<file path="config.mk">
export PLATFORM = sky130hd
export DESIGN_NAME = rom_arbiter
export DESIGN_NICKNAME = d
export VERILOG_FILES = /design/src/rtl/rom_arbiter.sv
export SDC_FILE = /design/constraint.sdc
export NUM_CORES = 1
export LEC_CHECK = 0
export BUFFER_PORTS_ARGS = -buffer_cell sky130_fd_sc_hd__buf_4
export CAP_MARGIN = 20
export CORE_AREA = 3 3 136 138
export DETAILED_ROUTE_END_ITERATION = 16
export DIE_AREA = 0 0 139 141
export GPL_TIMING_DRIVEN = 0
export PLACE_DENSITY = 0.52
export SYNTH_ARGS = -nofsm -noshare
export SYNTH_HDL_FRONTEND = slang
export SYNTH_SLANG_ARGS = --single-unit
export TNS_END_PERCENT = 20
</file>
<file path="constraint.sdc">
create_clock -name clk -period 2 [get_ports clk]
set_input_delay 0.6 -clock clk [delete_from_list [all_inputs] [get_ports clk]]
set_output_delay 0.6 -clock clk [all_outputs]
set_load 0.005 [all_outputs]
</file>
<file path="src/rtl/rom_arbiter.sv">
`timescale 1ns/1ps
// rom_arbiter: shares one boot-ROM TileLink slave between an instruction
// fetch requester (m0) and a debug/loader requester (m1). Only one Get is
// in flight at a time; a sticky watchdog flags a ROM that never answers.
//
// state | meaning
// IDLE  | no grant; pick a winner from the pending A requests
// FWD   | owner's A channel routed to the ROM until the A handshake
// WAIT  | ROM D channel routed back to the owner until the D handshake
module rom_arbiter #(
  parameter bit          FAIR     = 1'b1,
  parameter logic [15:0] WAIT_MAX = 16'd1024,
  parameter int unsigned AW       = 32,
  parameter int unsigned DW       = 64,
  parameter int unsigned SW       = 4
) (
  input  logic          clk,
  input  logic          rst_n,

  // requester 0 (instruction fetch)
  input  logic          m0_a_valid_i,
  output logic          m0_a_ready_o,
  input  logic [2:0]    m0_a_opcode_i,
  input  logic [AW-1:0] m0_a_address_i,
  input  logic [2:0]    m0_a_size_i,
  input  logic [SW-1:0] m0_a_source_i,
  output logic          m0_d_valid_o,
  input  logic          m0_d_ready_i,
  output logic [2:0]    m0_d_opcode_o,
  output logic [DW-1:0] m0_d_data_o,
  output logic [SW-1:0] m0_d_source_o,

  // requester 1 (debug / loader)
  input  logic          m1_a_valid_i,
  output logic          m1_a_ready_o,
  input  logic [2:0]    m1_a_opcode_i,
  input  logic [AW-1:0] m1_a_address_i,
  input  logic [2:0]    m1_a_size_i,
  input  logic [SW-1:0] m1_a_source_i,
  output logic          m1_d_valid_o,
  input  logic          m1_d_ready_i,
  output logic [2:0]    m1_d_opcode_o,
  output logic [DW-1:0] m1_d_data_o,
  output logic [SW-1:0] m1_d_source_o,

  // downstream ROM slave
  output logic          bus_a_valid_o,
  input  logic          bus_a_ready_i,
  output logic [2:0]    bus_a_opcode_o,
  output logic [AW-1:0] bus_a_address_o,
  output logic [2:0]    bus_a_size_o,
  output logic [SW-1:0] bus_a_source_o,
  input  logic          bus_d_valid_i,
  output logic          bus_d_ready_o,
  input  logic [2:0]    bus_d_opcode_i,
  input  logic [DW-1:0] bus_d_data_i,
  input  logic [SW-1:0] bus_d_source_i,

  // status
  output logic          owner_o,
  output logic          busy_o,
  output logic          err_o
);

  typedef enum logic [1:0] {
    S_IDLE = 2'd0,
    S_FWD  = 2'd1,
    S_WAIT = 2'd2
  } state_t;

  state_t      state_q, state_d;
  logic        owner_q, owner_d;
  logic        last_q,  last_d;
  logic [15:0] wcnt_q,  wcnt_d;
  logic        err_q,   err_d;

  logic          win;
  logic          own_a_valid;
  logic [2:0]    own_a_opcode;
  logic [AW-1:0] own_a_address;
  logic [2:0]    own_a_size;
  logic [SW-1:0] own_a_source;
  logic          own_d_ready;
  logic          a_fire;
  logic          d_fire;

  // Winner of the current arbitration (1 = m1); only meaningful in IDLE.
  always_comb begin
    win = 1'b0;
    if (FAIR) begin
      if (m0_a_valid_i && m1_a_valid_i) win = ~last_q;
      else                              win = m1_a_valid_i;
    end else begin
      win = ~m0_a_valid_i;
    end
  end

  // Select the granted requester's A fields and D-ready.
  always_comb begin
    own_a_valid   = m0_a_valid_i;
    own_a_opcode  = m0_a_opcode_i;
    own_a_address = m0_a_address_i;
    own_a_size    = m0_a_size_i;
    own_a_source  = m0_a_source_i;
    own_d_ready   = m0_d_ready_i;
    if (owner_q) begin
      own_a_valid   = m1_a_valid_i;
      own_a_opcode  = m1_a_opcode_i;
      own_a_address = m1_a_address_i;
      own_a_size    = m1_a_size_i;
      own_a_source  = m1_a_source_i;
      own_d_ready   = m1_d_ready_i;
    end
  end

  assign a_fire = (state_q == S_FWD)  && own_a_valid   && bus_a_ready_i;
  assign d_fire = (state_q == S_WAIT) && bus_d_valid_i && own_d_ready;

  // Next-state logic: grant, handshake tracking and the saturating watchdog.
  always_comb begin
    state_d = state_q;
    owner_d = owner_q;
    last_d  = last_q;
    wcnt_d  = wcnt_q;
    err_d   = err_q;
    unique case (state_q)
      S_IDLE: begin
        if (m0_a_valid_i || m1_a_valid_i) begin
          owner_d = win;
          state_d = S_FWD;
        end
      end
      S_FWD: begin
        if (a_fire) begin
          wcnt_d  = '0;
          state_d = S_WAIT;
        end
      end
      S_WAIT: begin
        if (d_fire) begin
          last_d  = owner_q;
          state_d = S_IDLE;
        end else begin
          if (wcnt_q != 16'hffff)           wcnt_d = wcnt_q + 16'd1;
          // The ROM keeps the slot; the flag only reports the stall.
          if (wcnt_q == WAIT_MAX - 16'd1)   err_d  = 1'b1;
        end
      end
      default: state_d = S_IDLE;
    endcase
  end

  // State and bookkeeping registers; last starts at 1 so m0 wins the first tie.
  always_ff @(posedge clk or negedge rst_n) begin
    if (!rst_n) begin
      state_q <= S_IDLE;
      owner_q <= 1'b0;
      last_q  <= 1'b1;
      wcnt_q  <= '0;
      err_q   <= 1'b0;
    end else begin
      state_q <= state_d;
      owner_q <= owner_d;
      last_q  <= last_d;
      wcnt_q  <= wcnt_d;
      err_q   <= err_d;
    end
  end

  // Channel steering toward the ROM and back to the requesters.
  always_comb begin
    bus_a_valid_o   = 1'b0;
    bus_a_opcode_o  = own_a_opcode;
    bus_a_address_o = own_a_address;
    bus_a_size_o    = own_a_size;
    bus_a_source_o  = own_a_source;
    bus_d_ready_o   = 1'b0;
    m0_a_ready_o    = 1'b0;
    m1_a_ready_o    = 1'b0;
    m0_d_valid_o    = 1'b0;
    m1_d_valid_o    = 1'b0;
    if (state_q == S_FWD) begin
      bus_a_valid_o = own_a_valid;
      m0_a_ready_o  = ~owner_q & bus_a_ready_i;
      m1_a_ready_o  =  owner_q & bus_a_ready_i;
    end
    if (state_q == S_WAIT) begin
      bus_d_ready_o = own_d_ready;
      m0_d_valid_o  = ~owner_q & bus_d_valid_i;
      m1_d_valid_o  =  owner_q & bus_d_valid_i;
    end
  end

  // D payload is shared; each requester qualifies it with its own d_valid.
  assign m0_d_opcode_o = bus_d_opcode_i;
  assign m0_d_data_o   = bus_d_data_i;
  assign m0_d_source_o = bus_d_source_i;
  assign m1_d_opcode_o = bus_d_opcode_i;
  assign m1_d_data_o   = bus_d_data_i;
  assign m1_d_source_o = bus_d_source_i;

  assign owner_o = owner_q;
  assign busy_o  = (state_q != S_IDLE);
  assign err_o   = err_q;

endmodule

</file>
==> results.py <==
metrics = {
    "placement": {
        "place_area_um2": 5270,
        "port_buffers": 284,
        "dp_cells": 836,
        "gp_congestion": 0.800,
        "dp_hpwl_um": 11700,
    },
    "global_route": {
        "grt.busiest_layer": "met2",
        "grtUsageTotal_pct": 12.2,
        "grt_overflow": 0,
        "grt_pass1_wl_um": 18900,
        "grt_max_degree": 22,
        "antenna_found_initial": 0,
        "grt_util_met1_pct": 14.4,
        "grt_util_met2_pct": 22.8,
        "grt_use_met3_pct": 3.56,
        "first_global_vias": 3078,
    },
    "worst_setup_path": {
        "end_kind": "output pin",
        "crit_fanout": 7,
        "critical_path_class": "flip-flop to output pin",
        "cp_data_arrival_time_ns": 1.50,
        "start_kind": "flip-flop",
        "r2r_setup_slack_ns": 0.10,
        "crit_required_ns": 1.40,
    },
    "detailed_routing": {
        "vias_per_cell": 3.84,
        "num_vias": 3246,
        "drt_wl_total_um": 13500,
        "ant_nets": 0,
        "post-route-drc-count": 0,
        "firstDrtPassIters": 4,
        "first_iter_violations": 98,
        "routedWlPerCell_um": 15.9,
    },
    "die": {
        "core.rowCount": 48,
        "initial_utilization_pct": 16.5,
        "design.die.area_um2": 19600,
        "die_w_um": 139,
        "io_pins": 356,
        "die_h_um": 141,
        "core_area_um2": 17300,
    },
    "min_path": {
        "holdCritPathClass": "primary input to async pin",
    },
    "synth": {
        "ys_async_sr_fraction_pct": 100,
        "ys_seq_area_share_pct": 18.5,
        "yosysWarningCount": 0,
        "synthCells": 327,
        "synth_fp_nets": 491,
        "syn_area_per_cell_um2": 8.73,
        "yosys_register_bits": 21,
        "ys_types": 44,
        "syn_area_um2": 2850,
        "synthFlopType": "dfrtp_1",
        "synth_enable_flop_cells": 0,
    },
    "sta": {
        "tightestPinTransition_ns": 0.429,
        "slew_viol_final": 0,
        "setup_viol": 36,
        "hold_viol_final": 0,
        "min_period_over_period_pct": 105,
        "relSlewSlack_pct": 71.2,
        "clock_skew_ns": 0.00371,
        "rsz0062_at_grt": "yes",
        "setup_ws_ns": -0.0956,
        "max_freq_ghz": 0.477,
        "finalSetupTns_ns": -1.64,
        "period_minus_slack_ns": 2.10,
    },
    "cts": {
        "cts_buffer_depth": 2,
        "cts-root-buf": "clkbuf_16",
        "tritoncts": "yes",
        "cts_made_buffers": 3,
        "cts_num_sinks": 21,
        "h-tree-depth": 1,
        "clk_pin_slew_ns": 0.06,
        "clk_latency_ns": 0.26,
    },
    "finish": {
        "nNetsFinal": 786,
        "regArea_um2": 529,
        "fin_cells": 846,
        "drive_gt1_share_pct": 81.5,
        "final_cell_mix": "buf_4 (409), buf_6 (25), mux2_4 (22)",
        "fin_area_um2": 5750,
        "syn_to_final_growth_pct": 101,
        "multi_input_area_um2": 1320,
        "layout_commonest_cell": "buf_4",
        "num_antenna_cells": 0,
        "fillers": 1834,
    },
    "status": {
        "status": "complete, but fails checks",
        "violations": "setup timing",
    },
    "power": {
        "p_total_uw": 3740,
        "irDropWorstVdd_v": 0.000532,
        "power.density_nw_per_um2": 651,
        "p_leak_uw": 0.00305,
    },
    "run": {
        "cap_violations": 0,
    },
}
timing repair:
item / CTS / global route
pin swaps: 2 / 3
hold buffers: 0 / 0
setup buffers: 6 / 0
endpoints found under the setup margin: 48 / 57
gates cloned: 1 / 1
resized for setup: 40 / 44
layer usage:
metal / wire [um] / part of all wire [%]
met1: 4990 / 37
met5: 0 / 0
met2: 7280 / 54
met4: 59 / 0.44
met3: 1130 / 8.4
registers in the layout (all words and copies together), names as in the netlist:
register and cells:
err_o 1, last_q 1, owner_o 1, wcnt_q 16
state_q 2
stage by stage:
stage | worst slack, ns | hold slack, ns | utilization (%)
after global routing | -0.149 | 0.244 | 33.2
after floorplan | 0.0487 | 0.304 | -
final | -0.0956 | 0.219 | 33.2
after global placement | -0.458 | 0.464 | 30.5
after CTS | -0.111 | 0.237 | 32.1
after detailed placement | -0.440 | 0.469 | 30.5
cells in the mapped netlist (2+ instances only):
master / n / area, um2
o21ba_2: 2 / 20.0
mux2_2: 43 / 484
buf_4: 142 / 1070
nand4b_1: 2 / 17.5
nand2b_1: 2 / 12.5
o21ai_0: 8 / 40.0
nand2_1: 14 / 52.6
a21oi_1: 6 / 30.0
nor3b_1: 3 / 22.5
nand3_1: 6 / 30.0
o21ai_1: 2 / 10.0
nor2_1: 5 / 18.8
clkbuf_1: 5 / 18.8
o22a_1: 7 / 61.3
nor4_1: 6 / 37.5
o211ai_1: 5 / 37.5
a21o_1: 2 / 15.0
a31oi_1: 2 / 12.5
a211o_1: 2 / 17.5
dfrtp_1: 20 / 500
and4b_1: 3 / 30.0
nand4_1: 4 / 25.0
inv_1: 4 / 15.0
buf_2: 4 / 20.0
nor3_1: 8 / 40.0
or3_1: 2 / 12.5
worst max-delay path, stage by stage, from the launching register on:
cell and delay [ns]:
dfrtp_1 0.38, buf_6 0.14, buf_12 0.14, clkbuf_16 0.16, mux2_4 0.30, buf_6 0.12
power by group:
group	switching, uW	internal (uW)	leakage [uW]
sequential	62.6	479	0.000280
combinational	979	1790	0.00273
clock	157	272	0.0000382
final cells by class:
type	instances	share of cell area, %
inverter	4	0.261
clock buffer	4	1.37
buffer	152	20.9
timing repair buffer	292	40.4
multi-input combinational	148	23.0
sequential	21	9.21
tap	225	4.90
logic make-up after synthesis:
family	count (synthesis)	synth area share (%)
buffers and inverters	158	40.3
multiplexers	44	17.3
adder cells (fa/ha/maj)	1	0.438
AO/OA/AOI/OAI	42	10.6
flip-flops	21	18.5
AND/OR/NAND/NOR	61	12.9
final timing paths:
check / cells after the start / start / endpoint
hold reg to reg: 1 / err_o / err_o
setup / recovery: 5 / owner_o / bus_a_address_o[16]
setup reg to reg: 7 / owner_o / wcnt_q[2]
max in group asynchronous: 1 / rst_n / last_q
min in group clk: 1 / err_o / err_o
hold / removal: 1 / rst_n / wcnt_q[10]
Power figures use the tool's default switching activity.
